`src/rtl/psum_writeback_if.sv`:
```
// ---------------------------------------------------------------------------
// psum_writeback_if
// Bundles the frame configuration, the partial-sum input stream and the
// output feature-map SRAM write port of psum_writeback.
//
//   start      1        one-cycle frame start pulse
//   base_addr  ADDR_W   first SRAM word address of the frame
//   pix_count  CNT_W    number of results in the frame
//   bias       DATA_W   signed per-channel bias
//   shift      5        requantization right shift (values above 24 act as 24)
//   relu_en    1        clamp negative biased sums to zero
//   in_valid   1        in_data valid this cycle
//   in_data    DATA_W   signed accumulated sum
//   mem_wr_en  1        SRAM write strobe, one cycle per word
//   mem_addr   ADDR_W   SRAM word address
//   mem_wdata  32       packed bytes, lane k at [8k+7:8k]
//   mem_be     4        byte enables, bit k enables lane k
//   busy       1        frame in progress
//   done       1        end-of-frame pulse
//   ovf        1        sticky saturation flag
//
// slave  : the write-back block.
// master : whoever issues frames, feeds sums and observes the SRAM port.
// ---------------------------------------------------------------------------
interface psum_writeback_if #(
  parameter int unsigned DATA_W = 25,
  parameter int unsigned ADDR_W = 16,
  parameter int unsigned CNT_W  = 16
) ();

  logic              start;
  logic [ADDR_W-1:0] base_addr;
  logic [CNT_W-1:0]  pix_count;
  logic [DATA_W-1:0] bias;
  logic [4:0]        shift;
  logic              relu_en;
  logic              in_valid;
  logic [DATA_W-1:0] in_data;

  logic              mem_wr_en;
  logic [ADDR_W-1:0] mem_addr;
  logic [31:0]       mem_wdata;
  logic [3:0]        mem_be;
  logic              busy;
  logic              done;
  logic              ovf;

  modport slave (
    input  start, base_addr, pix_count, bias, shift, relu_en, in_valid, in_data,
    output mem_wr_en, mem_addr, mem_wdata, mem_be, busy, done, ovf
  );

  modport master (
    output start, base_addr, pix_count, bias, shift, relu_en, in_valid, in_data,
    input  mem_wr_en, mem_addr, mem_wdata, mem_be, busy, done, ovf
  );

endinterface

```
`src/rtl/psum_writeback.sv`:
```
// ---------------------------------------------------------------------------
// psum_writeback
// Takes finished accumulated convolution sums, adds a bias, applies optional
// ReLU, requantizes to int8 with a rounding arithmetic right shift and
// saturation, packs four bytes per word and writes the words to the output
// feature-map SRAM at consecutive word addresses, one frame per start pulse.
//
// Ports:
//   clk    clock
//   rst_n  asynchronous active-low reset
//   bus    psum_writeback_if.slave (config, sum stream, SRAM write port,
//          busy/done/ovf status)
//
// Pipeline: input register -> S1 bias add -> S2 relu/round/shift ->
// S3 saturate -> pack/write. A sample accepted at edge t is in S3 at t+3 and
// the word it completes is presented on the SRAM port at t+4.
// ---------------------------------------------------------------------------
module psum_writeback #(
  parameter int unsigned DATA_W = 25,
  parameter int unsigned ADDR_W = 16,
  parameter int unsigned CNT_W  = 16
) (
  input  logic              clk,
  input  logic              rst_n,
  psum_writeback_if.slave   bus
);

  localparam int unsigned S1_W = DATA_W + 1;  // biased sum
  localparam int unsigned R_W  = DATA_W + 2;  // rounding headroom
  localparam int unsigned SH_W = 5;

  localparam logic [SH_W-1:0]       SH_MAX = SH_W'(24);
  localparam logic signed [R_W-1:0] Q_MAX  = R_W'(127);
  localparam logic signed [R_W-1:0] Q_MIN  = -R_W'(128);

  typedef enum logic [1:0] {
    S_IDLE  = 2'd0,
    S_RUN   = 2'd1,
    S_FLUSH = 2'd2,
    S_DONE  = 2'd3
  } state_t;

  state_t r_state;
  state_t w_state_nxt;

  // Frame configuration latched at start
  logic [CNT_W-1:0]         r_pix_count;
  logic [CNT_W-1:0]         r_acc_cnt;
  logic signed [DATA_W-1:0] r_bias;
  logic [SH_W-1:0]          r_shift;
  logic                     r_relu;

  // Pipeline
  logic                     r_v0, r_v1, r_v2, r_v3;
  logic                     r_l0, r_l1, r_l2, r_l3;
  logic signed [DATA_W-1:0] r_d0;
  logic signed [S1_W-1:0]   r_s1;
  logic signed [R_W-1:0]    r_s2;
  logic [7:0]               r_s3;

  // Packer
  logic [1:0]               r_idx;
  logic [31:0]              r_lanes;
  logic [ADDR_W-1:0]        r_addr;

  // Registered outputs
  logic                     r_mem_wr_en;
  logic [ADDR_W-1:0]        r_mem_addr;
  logic [31:0]              r_mem_wdata;
  logic [3:0]               r_mem_be;
  logic                     r_busy;
  logic                     r_done;
  logic                     r_ovf;

  logic                     w_accept;
  logic                     w_cfg_load;
  logic                     w_start_idle;
  logic                     w_last;
  logic                     w_pipe_busy;
  logic                     w_busy_nxt;
  logic                     w_done_nxt;

  logic signed [S1_W-1:0]   w_t;
  logic signed [R_W-1:0]    w_t_ext;
  logic signed [R_W-1:0]    w_rnd;
  logic signed [R_W-1:0]    w_r;
  logic                     w_sat_hi;
  logic                     w_sat_lo;
  logic [7:0]               w_q;
  logic [31:0]              w_word;
  logic [3:0]               w_be;
  logic                     w_issue;

  // The sample being accepted now is the final one of the frame
  assign w_last      = (r_acc_cnt + CNT_W'(1)) == r_pix_count;
  assign w_pipe_busy = r_v0 | r_v1 | r_v2 | r_v3;

  // FSM state register and registered status outputs
  always_ff @(posedge clk or negedge rst_n) begin
    if (!rst_n) begin
      r_state <= S_IDLE;
      r_busy  <= 1'b0;
      r_done  <= 1'b0;
    end else begin
      r_state <= w_state_nxt;
      r_busy  <= w_busy_nxt;
      r_done  <= w_done_nxt;
    end
  end

  // FSM next state and control strobes
  always_comb begin
    w_state_nxt  = r_state;
    w_accept     = 1'b0;
    w_cfg_load   = 1'b0;
    w_start_idle = 1'b0;
    case (r_state)
      S_IDLE: begin
        if (bus.start) begin
          w_start_idle = 1'b1;
          if (bus.pix_count != '0) begin
            w_cfg_load  = 1'b1;
            w_state_nxt = S_RUN;
          end else begin
            w_state_nxt = S_DONE;
          end
        end
      end
      S_RUN: begin
        if (bus.in_valid && (r_acc_cnt != r_pix_count)) begin
          w_accept = 1'b1;
          if (w_last) begin
            w_state_nxt = S_FLUSH;
          end
        end
      end
      S_FLUSH: begin
        // The final write leaves on the same edge that empties S3
        if (!w_pipe_busy) begin
          w_state_nxt = S_DONE;
        end
      end
      S_DONE: begin
        w_state_nxt = S_IDLE;
      end
      default: begin
        w_state_nxt = S_IDLE;
      end
    endcase
    w_busy_nxt = (w_state_nxt == S_RUN) || (w_state_nxt == S_FLUSH);
    w_done_nxt = (w_state_nxt == S_DONE);
  end

  // Frame configuration and accepted-sample counter
  always_ff @(posedge clk or negedge rst_n) begin
    if (!rst_n) begin
      r_pix_count <= '0;
      r_acc_cnt   <= '0;
      r_bias      <= '0;
      r_shift     <= '0;
      r_relu      <= 1'b0;
    end else if (w_cfg_load) begin
      r_pix_count <= bus.pix_count;
      r_acc_cnt   <= '0;
      r_bias      <= $signed(bus.bias);
      r_shift     <= (bus.shift > SH_MAX) ? SH_MAX : bus.shift;
      r_relu      <= bus.relu_en;
    end else if (w_accept) begin
      r_acc_cnt   <= r_acc_cnt + CNT_W'(1);
    end
  end

  // S2: ReLU, then round-half-up arithmetic shift
  assign w_t     = (r_relu && r_s1[S1_W-1]) ? '0 : r_s1;
  assign w_t_ext = R_W'(w_t);
  assign w_rnd   = (r_shift == '0) ? '0 : (R_W'(1) <<< (r_shift - SH_W'(1)));
  assign w_r     = (w_t_ext + w_rnd) >>> r_shift;

  // S3: saturate to int8
  assign w_sat_hi = r_s2 > Q_MAX;
  assign w_sat_lo = r_s2 < Q_MIN;
  assign w_q      = w_sat_hi ? 8'h7F : (w_sat_lo ? 8'h80 : r_s2[7:0]);

  // Data pipeline; valids and last-flags travel alongside the data
  always_ff @(posedge clk or negedge rst_n) begin
    if (!rst_n) begin
      r_v0 <= 1'b0;
      r_v1 <= 1'b0;
      r_v2 <= 1'b0;
      r_v3 <= 1'b0;
      r_l0 <= 1'b0;
      r_l1 <= 1'b0;
      r_l2 <= 1'b0;
      r_l3 <= 1'b0;
      r_d0 <= '0;
      r_s1 <= '0;
      r_s2 <= '0;
      r_s3 <= '0;
    end else begin
      r_v0 <= w_accept;
      r_l0 <= w_accept & w_last;
      if (w_accept) begin
        r_d0 <= $signed(bus.in_data);
      end
      r_v1 <= r_v0;
      r_l1 <= r_l0;
      if (r_v0) begin
        r_s1 <= S1_W'(r_d0) + S1_W'(r_bias);
      end
      r_v2 <= r_v1;
      r_l2 <= r_l1;
      if (r_v1) begin
        r_s2 <= w_r;
      end
      r_v3 <= r_v2;
      r_l3 <= r_l2;
      if (r_v2) begin
        r_s3 <= w_q;
      end
    end
  end

  // Current word with the S3 byte merged into its lane, and its enables
  always_comb begin
    w_word = r_lanes;
    w_be   = 4'b0000;
    case (r_idx)
      2'd0: begin
        w_word[7:0] = r_s3;
        w_be        = 4'b0001;
      end
      2'd1: begin
        w_word[15:8] = r_s3;
        w_be         = 4'b0011;
      end
      2'd2: begin
        w_word[23:16] = r_s3;
        w_be          = 4'b0111;
      end
      default: begin
        w_word[31:24] = r_s3;
        w_be          = 4'b1111;
      end
    endcase
  end

  // A word goes out when lane 3 fills or the frame's last byte lands
  assign w_issue = r_v3 && ((r_idx == 2'd3) || r_l3);

  // Packer, address generator, SRAM port and sticky overflow
  always_ff @(posedge clk or negedge rst_n) begin
    if (!rst_n) begin
      r_idx       <= '0;
      r_lanes     <= '0;
      r_addr      <= '0;
      r_mem_wr_en <= 1'b0;
      r_mem_addr  <= '0;
      r_mem_wdata <= '0;
      r_mem_be    <= '0;
      r_ovf       <= 1'b0;
    end else begin
      r_mem_wr_en <= w_issue;
      if (w_cfg_load) begin
        r_addr  <= bus.base_addr;
        r_idx   <= '0;
        r_lanes <= '0;
      end else if (r_v3) begin
        if (w_issue) begin
          // Lanes not yet written are still zero from the previous clear
          r_mem_addr  <= r_addr;
          r_mem_wdata <= w_word;
          r_mem_be    <= w_be;
          r_addr      <= r_addr + ADDR_W'(1);
          r_idx       <= '0;
          r_lanes     <= '0;
        end else begin
          r_lanes <= w_word;
          r_idx   <= r_idx + 2'd1;
        end
      end
      if (w_start_idle) begin
        r_ovf <= 1'b0;
      end else if (r_v2 && (w_sat_hi || w_sat_lo)) begin
        r_ovf <= 1'b1;
      end
    end
  end

  assign bus.mem_wr_en = r_mem_wr_en;
  assign bus.mem_addr  = r_mem_addr;
  assign bus.mem_wdata = r_mem_wdata;
  assign bus.mem_be    = r_mem_be;
  assign bus.busy      = r_busy;
  assign bus.done      = r_done;
  assign bus.ovf       = r_ovf;

endmodule

```
`src/flat_wrapper.sv`:
```
// flat-port wrapper written by rule: the top's interface ports become plain ports
module psum_writeback_flat 
#(
  parameter int unsigned DATA_W = 25,
  parameter int unsigned ADDR_W = 16,
  parameter int unsigned CNT_W  = 16
)
  (clk, rst_n, bus_start, bus_base_addr, bus_pix_count, bus_bias, bus_shift, bus_relu_en, bus_in_valid, bus_in_data, bus_mem_wr_en, bus_mem_addr, bus_mem_wdata, bus_mem_be, bus_busy, bus_done, bus_ovf);
  psum_writeback_if #(.DATA_W(DATA_W), .ADDR_W(ADDR_W), .CNT_W(CNT_W)) bus_i ();
  input  logic clk;
  input  logic rst_n;
  input wire logic [$bits(bus_i.start)-1:0] bus_start;
  input wire logic [$bits(bus_i.base_addr)-1:0] bus_base_addr;
  input wire logic [$bits(bus_i.pix_count)-1:0] bus_pix_count;
  input wire logic [$bits(bus_i.bias)-1:0] bus_bias;
  input wire logic [$bits(bus_i.shift)-1:0] bus_shift;
  input wire logic [$bits(bus_i.relu_en)-1:0] bus_relu_en;
  input wire logic [$bits(bus_i.in_valid)-1:0] bus_in_valid;
  input wire logic [$bits(bus_i.in_data)-1:0] bus_in_data;
  output wire logic [$bits(bus_i.mem_wr_en)-1:0] bus_mem_wr_en;
  output wire logic [$bits(bus_i.mem_addr)-1:0] bus_mem_addr;
  output wire logic [$bits(bus_i.mem_wdata)-1:0] bus_mem_wdata;
  output wire logic [$bits(bus_i.mem_be)-1:0] bus_mem_be;
  output wire logic [$bits(bus_i.busy)-1:0] bus_busy;
  output wire logic [$bits(bus_i.done)-1:0] bus_done;
  output wire logic [$bits(bus_i.ovf)-1:0] bus_ovf;
  assign bus_i.start = bus_start;
  assign bus_i.base_addr = bus_base_addr;
  assign bus_i.pix_count = bus_pix_count;
  assign bus_i.bias = bus_bias;
  assign bus_i.shift = bus_shift;
  assign bus_i.relu_en = bus_relu_en;
  assign bus_i.in_valid = bus_in_valid;
  assign bus_i.in_data = bus_in_data;
  assign bus_mem_wr_en = bus_i.mem_wr_en;
  assign bus_mem_addr = bus_i.mem_addr;
  assign bus_mem_wdata = bus_i.mem_wdata;
  assign bus_mem_be = bus_i.mem_be;
  assign bus_busy = bus_i.busy;
  assign bus_done = bus_i.done;
  assign bus_ovf = bus_i.ovf;
  psum_writeback #(.DATA_W(DATA_W), .ADDR_W(ADDR_W), .CNT_W(CNT_W)) u_core (.clk(clk), .rst_n(rst_n), .bus(bus_i));
endmodule
```
`config.mk`:
```
export PLATFORM = sky130hd
export DESIGN_NAME = psum_writeback_flat
export DESIGN_NICKNAME = d
export VERILOG_FILES = /design/src/rtl/psum_writeback_if.sv /design/src/rtl/psum_writeback.sv /design/src/flat_wrapper.sv
export SDC_FILE = /design/constraint.sdc
export NUM_CORES = 1
export LEC_CHECK = 0
export CORE_MARGIN = 2
export CORE_UTILIZATION = 55
export DETAILED_ROUTE_END_ITERATION = 12
export PLACE_DENSITY = 0.87
export SKIP_CTS_REPAIR_TIMING = 1
export SLEW_MARGIN = 15
export SYNTH_ARGS = -nofsm -noshare
export SYNTH_HDL_FRONTEND = slang
export SYNTH_SLANG_ARGS = --single-unit
export TNS_END_PERCENT = 100
```
`constraint.sdc`:
```
create_clock -name clk -period 10.1 [get_ports clk]
set_clock_uncertainty 0.15 [all_clocks]
set_input_delay 2.525 -clock clk [delete_from_list [all_inputs] [get_ports clk]]
set_output_delay 2.525 -clock clk [all_outputs]
set_load 0.02 [all_outputs]
```
==> results.md, run 1 <==
- The number of antenna violations at the first check in global routing is 0.
- The final routed wire length divided by cell count is 18.2 µm.
- The CTS buffer count is 27.
- Max-cap violations in this run came to 0.
- In this run the tightest slew margin relative to its limit is 21.1%.
- The worst setup path is of the flop to flop kind.
- Setup repair after global routing left no endpoint under its margin.
- Wires add up to 43,500 µm.
- The run finished with clean final reports.
- The Yosys warning count is 0.
- Counting every net in the synthesized netlist gives 2,065.
- In this run, synthesis produced a sequential element count of 265.
- The clock net sink count is 265.
- The final count of hold timing violations was 0.
- The detailed placement HPWL is 30,700 µm.
- No sink is reached through more buffers than the 3 on the longest clock path.
- The reported leakage power is 0.00845 µW.
- Cells with a size suffix above 1 make up 5.20% of the layout.
- The number of port buffers is 147.
- The worst setup path is captured at a flop.
- The worst path setup slack after routing is 4.14 ns.
- The pre-CTS setup slack is 4.44 ns.
- The count of pins on the block boundary is 148.
- The region available for standard cell placement spans 28,900 µm².
- The total routing resource utilization after global routing is 28.3%.
- The peak per-stage delay on the critical path is 0.83 ns.
- The CTS tree is built.
- The total die area is 30,800 µm².
- The routed layout has 14,474 vias.
- STA puts the critical path data arrival time at 6.21 ns.
- After floorplanning, the core was divided into 62 placement rows.
- The peak clock frequency supported by timing is 168 MHz.
- The number of global-route vias before repair is 14,193.
- In this run the worst path has a maximum fanout of 22.
- The accumulated negative setup slack is 0 ns.
- The min-delay analysis places its worst path in the category flop to flop.
- The number of flops mapped to enable cells by yosys is 0.
- The origin of the worst setup path is u_core.r_shift[3].
- The distinct cell type count after synthesis is 72.
- The cell area after synthesis is 16,200 µm².
- After synthesis, the share of flip-flops with an asynchronous set or reset is 100%.
- The congestion estimate from routability-driven global placement came to 0.998.
- The worst path uses 59.0% of the clock period.
- The transition time at the pin with the least slew margin is 1.18 ns.
- In this run the most critical hold path is launched from u_core.r_l1.
- Synthesis produced 1,911 cells.
- The net count of the finished layout is 2,133.
- The count of nets left with antenna violations once routing finished came out at 0.
- The launching point of the worst reg2reg path is u_core.r_shift[3].
- The pre-antenna-repair detailed-routing pass consisted of 7 iterations.
- The cell seen most often among critical-path stages is sky130_fd_sc_hd__nor2_1.
- The count of final setup violators is 0.
- The number of slew-limit violations in the final report is 0.
- The root buffer selected by CTS is sky130_fd_sc_hd__clkbuf_16.
- Sequential elements use 41.0% of the synthesized area.
- After clock tree synthesis, the clock-pin slew on the worst setup and hold paths is 0.06 ns.
- The peak supply drop is 0.195 mV.
- The relative area change from synthesis to final layout is 15.6%.
- In the synthesized netlist the dominant register cell turns out to be sky130_fd_sc_hd__dfrtp_1.
- The later-pin clock latency in the skew report is 0.56 ns.
- The remaining design rule violation count is 0.
- The first global-routing pass estimated 71,800 µm of wire.
- The pin count of the biggest net entering global routing is 163.
- In this run the number of H-tree levels came out at 1.
- For this run the aggregate overflow at the end of global routing stands at 0.
- For this design the ratio of total power to cell area is 339 nW/µm².
- The die height is 175 µm.
- The post-layout minimum cycle time is 5.96 ns.
- The slowest stage of the critical path is the sky130_fd_sc_hd__dfrtp_1 cell.
- The violation count after the first detailed-route iteration is 1,370.
- The starting utilization of the core area is 56.0%.
- The die outline width is 175 µm.
- A synthesized cell averages 8.46 µm².
- Walking the worst path, the cells encountered are inv_1 > nor2_1 > nand2_1 > nor2_1 > ha_1 > a21oi_1 > o211ai_1 > a21boi_0 > o21ai_2 > a211o_1 > and3_1 > nor2_1 > nor3_1 > o41ai_1 > o221ai_1.
- After detailed routing, the number of vias per cell comes to 6.07.
- The sort of element at the start of the critical path is a flop.
- STA puts the critical path data required time at 10.35 ns.
- The number of antenna cells inserted is 0.
==> worst max-delay path: cells and delay by family, from the launching register on <==
family / cells / cell delay [ns]
compound gates: 7 / 1.88
fa+ha+maj: 1 / 0.38
buf+inv: 1 / 0.45
flops: 1 / 0.83
simple gates: 6 / 2.08
==> metrics by stage <==
| stage | cell area [µm²] | total power (µW) | instances | hold slack, ns | utilization, % |
|---|---|---|---|---|---|
| finish | 18700 | 6350 | 2383 | 0.204 | 64.8 |
| global route | 18700 | 6800 | 2383 | 0.212 | 64.8 |
| CTS | 18700 | 6300 | 2383 | 0.207 | 64.8 |
| detailed placement | 17800 | 5220 | 2334 | 0.193 | 61.6 |
| global placement | 17800 | 5110 | 2334 | 0.185 | 61.6 |
| floorplan | 16200 | 4230 | 1911 | 0.181 | - |
==> flip-flops by register name (all words and copies together) (netlist names), 2 cells and up <==
| register | flops |
|---|---|
| u_core.bus.mem_addr | 16 |
| u_core.bus.mem_be | 4 |
| u_core.bus.mem_wdata | 32 |
| u_core.r_acc_cnt | 16 |
| u_core.r_addr | 16 |
| u_core.r_bias | 25 |
| u_core.r_d0 | 25 |
| u_core.r_idx | 2 |
| u_core.r_lanes | 32 |
| u_core.r_pix_count | 16 |
| u_core.r_s1 | 26 |
| u_core.r_s2 | 27 |
| u_core.r_s3 | 8 |
| u_core.r_shift | 5 |
| u_core.r_state | 2 |
==> cell families after synthesis <==
| logic type | Yosys count | synth area share, % |
|---|---|---|
| compound gates | 441 | 17.3 |
| buf+inv | 159 | 3.83 |
| fa+ha+maj | 62 | 4.89 |
| mux | 99 | 6.68 |
| simple gates | 791 | 21.2 |
| flops | 265 | 41.0 |
| xor+xnor | 94 | 5.09 |
==> placed cells by master, fill, tap and decap left out, types with 4 or more instances in the layout <==
master and count:
sky130_fd_sc_hd__a221oi_1 4, sky130_fd_sc_hd__nor2b_1 5, sky130_fd_sc_hd__nand3_1 42, sky130_fd_sc_hd__xor2_1 49, sky130_fd_sc_hd__nand3b_1 5, sky130_fd_sc_hd__and2_1 31, sky130_fd_sc_hd__nand2b_1 17, sky130_fd_sc_hd__nor3_1 35
sky130_fd_sc_hd__nor2_1 171, sky130_fd_sc_hd__xnor2_1 45, sky130_fd_sc_hd__a211o_1 6, sky130_fd_sc_hd__a31oi_1 15, sky130_fd_sc_hd__clkdlybuf4s50_1 146, sky130_fd_sc_hd__a21o_1 25, sky130_fd_sc_hd__o21ai_1 6, sky130_fd_sc_hd__clkbuf_8 7
sky130_fd_sc_hd__o31ai_1 11, sky130_fd_sc_hd__nand4_1 21, sky130_fd_sc_hd__o211ai_1 22, sky130_fd_sc_hd__o21a_1 16, sky130_fd_sc_hd__clkbuf_16 27, sky130_fd_sc_hd__clkbuf_1 7, sky130_fd_sc_hd__buf_4 11, sky130_fd_sc_hd__ha_1 60
sky130_fd_sc_hd__o22ai_1 13, sky130_fd_sc_hd__o221ai_1 5, sky130_fd_sc_hd__and3_1 15, sky130_fd_sc_hd__nor4_1 19, sky130_fd_sc_hd__a21oi_1 90, sky130_fd_sc_hd__or3_1 5, sky130_fd_sc_hd__mux2_2 28, sky130_fd_sc_hd__mux2i_1 67
sky130_fd_sc_hd__a211oi_1 22, sky130_fd_sc_hd__a22oi_1 32, sky130_fd_sc_hd__inv_1 39, sky130_fd_sc_hd__nand2_1 406, sky130_fd_sc_hd__or2_2 7, sky130_fd_sc_hd__o21ai_0 131, sky130_fd_sc_hd__dfrtp_1 265
==> synth_stat cells, drive strengths merged (39+ instances only) <==
cell    count  share of area, %
dfrtp     265                41
nand2     407               9.4
inv        39              0.91
xor2       49               2.7
a21oi      90               2.8
xnor2      45               2.4
nor2      171               4.0
nand3      43               1.3
ha         60               4.6
o21ai     138               4.3
mux2i      67               4.1
clkbuf     86               2.0
==> cell type report <==
type	instances	area [µm²]
fill	2367	10200
clock inverter	8	133
multi-input combinational	1487	8940
sequential	265	6630
inverter	39	146
tap	384	480
timing repair buffer	159	1580
clock buffer	41	798
==> layer usage <==
layer | vias up | track usage (%) | part of all wire, %
met5 | - | 0 | 0
met4 | 0 | 9.95 | 3.4
li1 | 6809 | - | -
met3 | 117 | 3.10 | 6.4
met2 | 623 | 48.0 | 48
met1 | 6925 | 37.8 | 42
==> final timing paths <==
check / end / slack (ns) / cells after the start
setup / recovery: u_core.r_s2[5] / 4.14 / 15
hold / removal: u_core.r_l2 / 0.20 / 0
setup reg to reg: u_core.r_s2[5] / 4.14 / 15
hold reg to reg: u_core.r_l2 / 0.20 / 0
max in group asynchronous: u_core.r_acc_cnt[9] / 6.57 / 2
min in group asynchronous: u_core.bus.mem_be[0] / 1.88 / 1
==> power by group <==
group | switching (µW) | internal [µW] | total (µW)
Clock | 421 | 623 | 1040
Sequential | 388 | 1490 | 1880
Combinational | 2050 | 1370 | 3420
Total | 2860 | 3480 | 6350
No activity file was read; power rests on OpenSTA's default activity.
==> inputs of run 2 (changes only) <==
CORE_UTILIZATION = 53   (was 55)
clock period = 5.1 ns   (was 10.1 ns; I/O delays follow)
==> results.md, run 2 (synthesis gave the netlist of run 1 again) <==
- The accumulated negative setup slack is 0 ns.
- In this run the power density over the cells is 680 nW/µm².
- Cell internal power was estimated by the tool at 7100 µW.
- The number of global-route vias before repair is 14,795.
- The hold path depth is 0.
- In the layout the commonest cells are sky130_fd_sc_hd__nand2_1, sky130_fd_sc_hd__dfrtp_1, sky130_fd_sc_hd__nor2_1.
- The clock input transition at the sequential cells of the worst setup and hold paths is 0.06 ns.
- The wire length reported by the detailed router is 45,600 µm.
- The peak per-stage delay on the critical path is 0.74 ns.
- The analysis attributes to net switching a power of 5870 µW.
- In this run switching power makes up 45.3% of total power.
- The proportion of power drawn by combinational gates is 55.3%.
- For this design, the slowest cell found on the critical path is sky130_fd_sc_hd__xnor2_1.
- Once the floorplan was initialized, standard cells occupied 54.1% of the core.
- The wire-length estimate of the detail-placed layout is 32,500 µm.
- The number of antenna cells inserted is 0.
- The tool flagged a number of max-cap violations equal to 0.
- In this run the worst hold path is classified as flop to flop.
- In this run, CTS created clock tree buffers numbering 29.
- The hold slack is 0.200 ns.
- The die is 179 µm wide.
- Data arrives at the worst endpoint at 5.01 ns.
- Clock latency on the worst-skew pair, taken at its later pin, is 0.56 ns.
- After floorplanning, the core was divided into 63 placement rows.
- The worst pin sits at a relative slew slack of 35.0%.
- Entering global routing, the biggest net connects 161 pins.
- The final route contains 14,772 vias.
- The number of antenna violations at the first check in global routing is 1.
- The type of the setup path with the least slack is flop to flop.
- Setup repair after global routing left no endpoint under its margin.
- The root buffer cell chosen for the clock tree is sky130_fd_sc_hd__clkbuf_16.
- The share of cells above drive strength 1 is 7.52%.
- The worst path uses 91.7% of the clock period.
- After layout, the minimum clock period comes to 4.68 ns.
- The depth of the CTS H-tree is 1.
- The worst register-to-register path has a depth of 15.
- The count of pins on the block boundary is 148.
- The number of port buffers is 147.
- Once detail routing completed, the nets flagged for antenna violations numbered 0.
- STA puts the critical path data required time at 5.43 ns.
- Leaving out fill and tap cells, the most frequent cell in the layout is sky130_fd_sc_hd__nand2_1.
- In the routed design, unresolved DRC markers number 0.
- The first global-routing pass estimated 75,100 µm of wire.
- The area of the core is 29,900 µm².
- In this run the static leakage power is 0.00866 µW.
- Setup violations remaining at the end of the flow were counted as 0.
- The maximum root-to-sink buffer count is 3.
- TritonCTS built the clock tree.
- The first detailed-routing pass took 6 iterations.
- The startpoint of the tightest hold check path is u_core.r_l2.
- The final count of hold timing violations is 0.
- The transition time at the pin with the least slew margin is 0.975 ns.
- The origin of the worst setup path is u_core.r_shift[4].
- The net count of the finished layout is 2,181.
- The run finished with clean final reports.
- The share of power burned in the clock network is 16.0%.
- The register share of total power is 28.6%.
- The number of slew-limit violations in the final report came to 0.
- The die covers 31,900 µm².
- In the routed layout, each cell is associated on average with a via count of 6.06.
- The area growth from synthesis to layout is 17.9%.
- The clock net sink count is 265.
- The worst setup path is captured at a flop.
- The launching point of the worst reg2reg path is u_core.r_shift[4].
- Across every metal layer, demand over resource in global routing totals 29.1%.
- The maximum fanout along the worst path is 12.
- Derived from the worst setup path, the maximum achievable clock frequency is 214 MHz.
- Traced cell by cell, the critical path runs through nor2_1 > buf_4 > nand2_1 > nor2_1 > ha_1 > o21ai_0 > o21a_1 > o21ai_1 > a21oi_1 > o21a_1 > xnor2_1 > nor3_1 > nor3_1 > o221ai_1 > a31oi_1.
- In the final routed layout, each cell accounts on average for 18.7 µm.
- The peak supply drop is 0.364 mV.
- The overall overflow remaining after global route is 0.
- The die height is 179 µm.
- The sort of element at the start of the critical path is a flop.
- In this run, the number of DRC markers left after iteration 0 of detailed routing was 1,185.
- The final weighted congestion in routability-driven placement is 0.989.
## run 2: cell count changes in the layout (fill, tap and decap cells not counted)
cell                         change
sky130_fd_sc_hd__clkinv_2        +2
sky130_fd_sc_hd__clkbuf_1        -2
sky130_fd_sc_hd__clkbuf_16       +2
sky130_fd_sc_hd__inv_6           +1
sky130_fd_sc_hd__clkinv_4        +2
sky130_fd_sc_hd__buf_4          +46
sky130_fd_sc_hd__clkbuf_8        -4
sky130_fd_sc_hd__clkinvlp_4      +2
sky130_fd_sc_hd__bufinv_16       -1
## run 2: final cells by class
cell class                      instances  area (µm²)
Fill cell                            2448       10800
Multi-Input combinational cell       1487        8940
Sequential cell                       265        6630
Timing Repair Buffer                  205        1920
Clock buffer                           37         786
Tap cell                              390         488
Clock inverter                         14         154
Inverter                               39         146
## run 2: power groups by stage
stage	combinational [µW]	sequential (µW)	clock, µW
CTS	7070	3690	2100
detailed placement	6970	3720	0
floorplan	4740	3630	0
global placement	6830	3650	0
global route	7870	3800	2200
finish	7170	3710	2080
## run 2: path summary, 6_finish.rpt
check | to | slack [ns]
setup / recovery | u_core.r_s2[7] | 0.42
hold / removal | u_core.r_l3 | 0.20
setup reg to reg | u_core.r_s2[7] | 0.42
hold reg to reg | u_core.r_l3 | 0.20
max in group asynchronous | u_core.r_bias[19] | 3.06
min in group asynchronous | u_core.bus.mem_be[0] | 0.48
## run 2: layer usage
metal | vias up | GRT usage, % | share of wire, %
met4 | 2 | 10.9 | 4.0
met1 | 7137 | 37.4 | 42
met3 | 137 | 4.88 | 6.3
met5 | - | 0 | 0.029
li1 | 6920 | - | -
met2 | 576 | 49.5 | 48
## run 2: critical path: cells and delay by family (launching register included)
kind / cells / cell delay [ns]
AOI/OAI and AO/OA: 7 / 1.66
xor gates and xnor gates: 1 / 0.74
adders and majority gates: 1 / 0.35
buffers and inverters: 1 / 0.21
DFF: 1 / 0.59
and+or+nand+nor: 5 / 0.88
## run 2: stage by stage
step	util, %	total power (µW)	std cells	setup WS [ns]	cell area [µm²]
after floorplan	-	8370	1911	0.225	16200
after global placement	60.7	10500	2386	0.730	18100
after detailed placement	60.7	10700	2386	0.676	18100
after CTS	63.8	12900	2437	0.649	19100
after global routing	63.8	13900	2437	0.191	19100
final	63.8	13000	2437	0.424	19100
==> inputs of run 3 (changes only) <==
CORE_UTILIZATION = 54   (was 53)
CTS_BUF_LIST = sky130_fd_sc_hd__clkbuf_8   (was default)
MAX_ROUTING_LAYER = met4   (was default)
PLACE_DENSITY = 0.89   (was 0.87)
==> results.md, run 3 (synthesis gave the netlist of run 1 again) <==
- The flow ran to the end, and the final reports show no timing, DRC or antenna violations.
- The number of cells on the worst reg-to-reg path is 15.
- The final count of hold timing violations was 0.
- Setup repair after global routing left no endpoint under its margin.
- Global routing consumed, on the met3 layer, 3.99% of the routing resources.
- The transition time at the pin with the least slew margin is 0.969 ns.
- The final routed wire length divided by cell count is 18.4 µm.
- STA classifies the critical path endpoint as a flop.
- Measured along the y axis, the die boundary spans 177 µm.
- The required time at the worst-slack endpoint is 5.38 ns.
- The worst hold path terminates at u_core.r_l3.
- The wire-length estimate of the detail-placed layout is 33,000 µm.
- Max-cap violations in this run came to 0.
- The die outline width is 177 µm.
- The top cell types in the final layout, fill and taps aside, are sky130_fd_sc_hd__nand2_1, sky130_fd_sc_hd__dfrtp_1, sky130_fd_sc_hd__nor2_1.
- The area of the multi-input gates is 8940 µm².
- The tree built by TritonCTS fans out to 265 sinks.
- Hold timing on the final database bottoms out at a slack of 0.207 ns.
- The number of fillers in the final layout is 2,409.
- Across the VDD grid, the largest voltage drop is 0.319 mV.
- The overall overflow remaining after global route is 0.
- From synthesis to final layout, the design area changed by 17.8%.
- STA classifies the critical path startpoint as a flop.
- The count of buffers added on input and output ports is 147.
- Timing would allow up to 215 MHz.
- The first routing iteration left 1,254 violations.
- In this design, the largest share of critical-path delay is due to compound AO/OA/AOI/OAI gates.
- Measured against its own limit, the worst slew margin works out to 34.9%.
- In the routed design, unresolved DRC markers number 0.
- The later-pin clock latency in the skew report is 0.60 ns.
- Dividing total power by cell area gives a power density of 673 nW/µm².
- The number of antenna violations at the first check in global routing came to 0.
- In this run the count of I/O pins placed on the die edge is 148.
- The congestion estimate from routability-driven global placement came to 0.964.
- Clock-pin slew was measured on the worst setup and hold paths at 0.06 ns.
- The launching point of the worst reg2reg path is u_core.r_shift[3].
- For this configuration, the core starts out at a cell density of 54.7%.
- The sequential cells in the finished layout cover a total of 6630 µm².
- The routed via count divided by cell count is 5.96.
- The largest single stage delay on the critical path is 0.49 ns.
- The number of iterations in the first detailed-routing pass is 6.
- For this run, global-route usage on met2 was measured as 50.8%.
- Traced cell by cell, the critical path runs through nor2_1 > nand2_1 > nor2_1 > ha_1 > a21o_1 > a211oi_1 > o21ai_1 > buf_4 > a21oi_1 > o21a_1 > o221ai_1 > mux2i_1 > nor2_1 > nor4_1 > a31oi_1.
- TritonCTS built the clock tree.
- The reported leakage power is 0.00874 µW.
- Global routing consumed, over all layers together, 30.1% of the routing resources.
- Among the stages of the critical path, the cell type that occurs most often is sky130_fd_sc_hd__nor2_1.
- The class of the tightest hold or removal check is flop to flop.
- Summing internal, switching and leakage power gives 12,800 µW.
- The pin count of the biggest net entering global routing is 110.
- In this run the worst path has a maximum fanout of 10.
- The first global-routing pass estimated 74,300 µm of wire.
- The type of the setup path with the least slack is flop to flop.
- The number of slew-limit violations in the final report is 0.
- The standard-cell row count is 63.
- The setup slack of the most critical reg-to-reg path is 0.45 ns.
- The startpoint of the tightest hold check path is u_core.r_l2.
- Counting the buffers created by CTS gives 45.
- The count of final setup violators is 0.
- The accumulated negative setup slack is 0 ns.
- The clock tree synthesis step divided the H-tree into 2 levels.
- The post-layout minimum cycle time is 4.65 ns.
- The net count of the finished layout is 2,197.
- The area of the core is 29,600 µm².
- The final route contains 14,693 vias.
- The data arrival time of the critical path is 4.93 ns.
- The remaining antenna violation count is 0.
- The share of cells above drive strength 1 is 8.43%.
- The worst hold path was traced through 0 stages.
- On the critical path, the stage with the largest delay is an instance of sky130_fd_sc_hd__dfrtp_1.
- Dividing the final minimum period by the clock period gives 91.2%.
- Counting both buffers and inverters, the worst setup path holds a total of 1.
- The layer with the highest usage after global routing is met2.
- The total die area is 31,400 µm².
- The root buffer selected by CTS is sky130_fd_sc_hd__clkbuf_8.
- After detailed routing, the total wire length is 45,200 µm.
- The most common cell after layout, fill and taps aside is sky130_fd_sc_hd__nand2_1.
- The number of global-route vias before repair is 14,802.
- The met1 track utilization from global routing is 36.7%.
- The maximum root-to-sink buffer count is 3.
- The repair_antennas step left the layout with diodes totalling 0.
- The worst register-to-register path ends at u_core.r_s2[6].
-- run 3: metal layers --
metal  part of all wire, %  vias up  wire length (µm)
met5                     0        -                 0
met4                   3.7        0              1660
met3                   6.0      134              2730
met2                    49      578             22200
met1                    41     7022             18600
li1                      -     6959                 -
-- run 3: how the worst max path moves through the flow --
stage,from,end,slack (ns),cells past startpoint
finish,u_core.r_shift[3],u_core.r_s2[6],0.45,15
global route,u_core.r_shift[3],u_core.r_s2[6],0.17,15
CTS,u_core.r_shift[0],u_core.r_s2[6],0.51,14
detailed placement,u_core.r_shift[3],u_core.r_s2[6],0.57,16
global placement,u_core.r_shift[2],u_core.r_s2[11],0.65,14
floorplan,u_core.r_shift[0],u_core.r_s2[7],0.23,18
-- run 3: layout make-up --
type,instances,area share (%)
clock buffers,56,4.05
clock inverters,23,0.808
inverters,39,0.768
multi-input cells,1487,46.9
flip-flops and latches,265,34.8
well taps,390,2.56
repair buffers,205,10.1
-- run 3: per-stage QoR --
stage | utilization, % | setup WS, ns | area (µm²) | instances
2_1_floorplan | - | 0.225 | 16200 | 1911
3_3_place_gp | 61.3 | 0.654 | 18100 | 2386
3_5_place_dp | 61.3 | 0.571 | 18100 | 2386
4_1_cts | 64.4 | 0.515 | 19100 | 2465
5_1_grt | 64.4 | 0.166 | 19100 | 2465
6_report | 64.4 | 0.449 | 19100 | 2465
-- run 3: where the power goes --
part | internal (µW) | switching [µW] | leakage, µW
Combinational | 2940 | 4220 | 0.00490
Sequential | 2960 | 730 | 0.00331
Clock | 1050 | 901 | 0.000529
Total | 6960 | 5850 | 0.00874
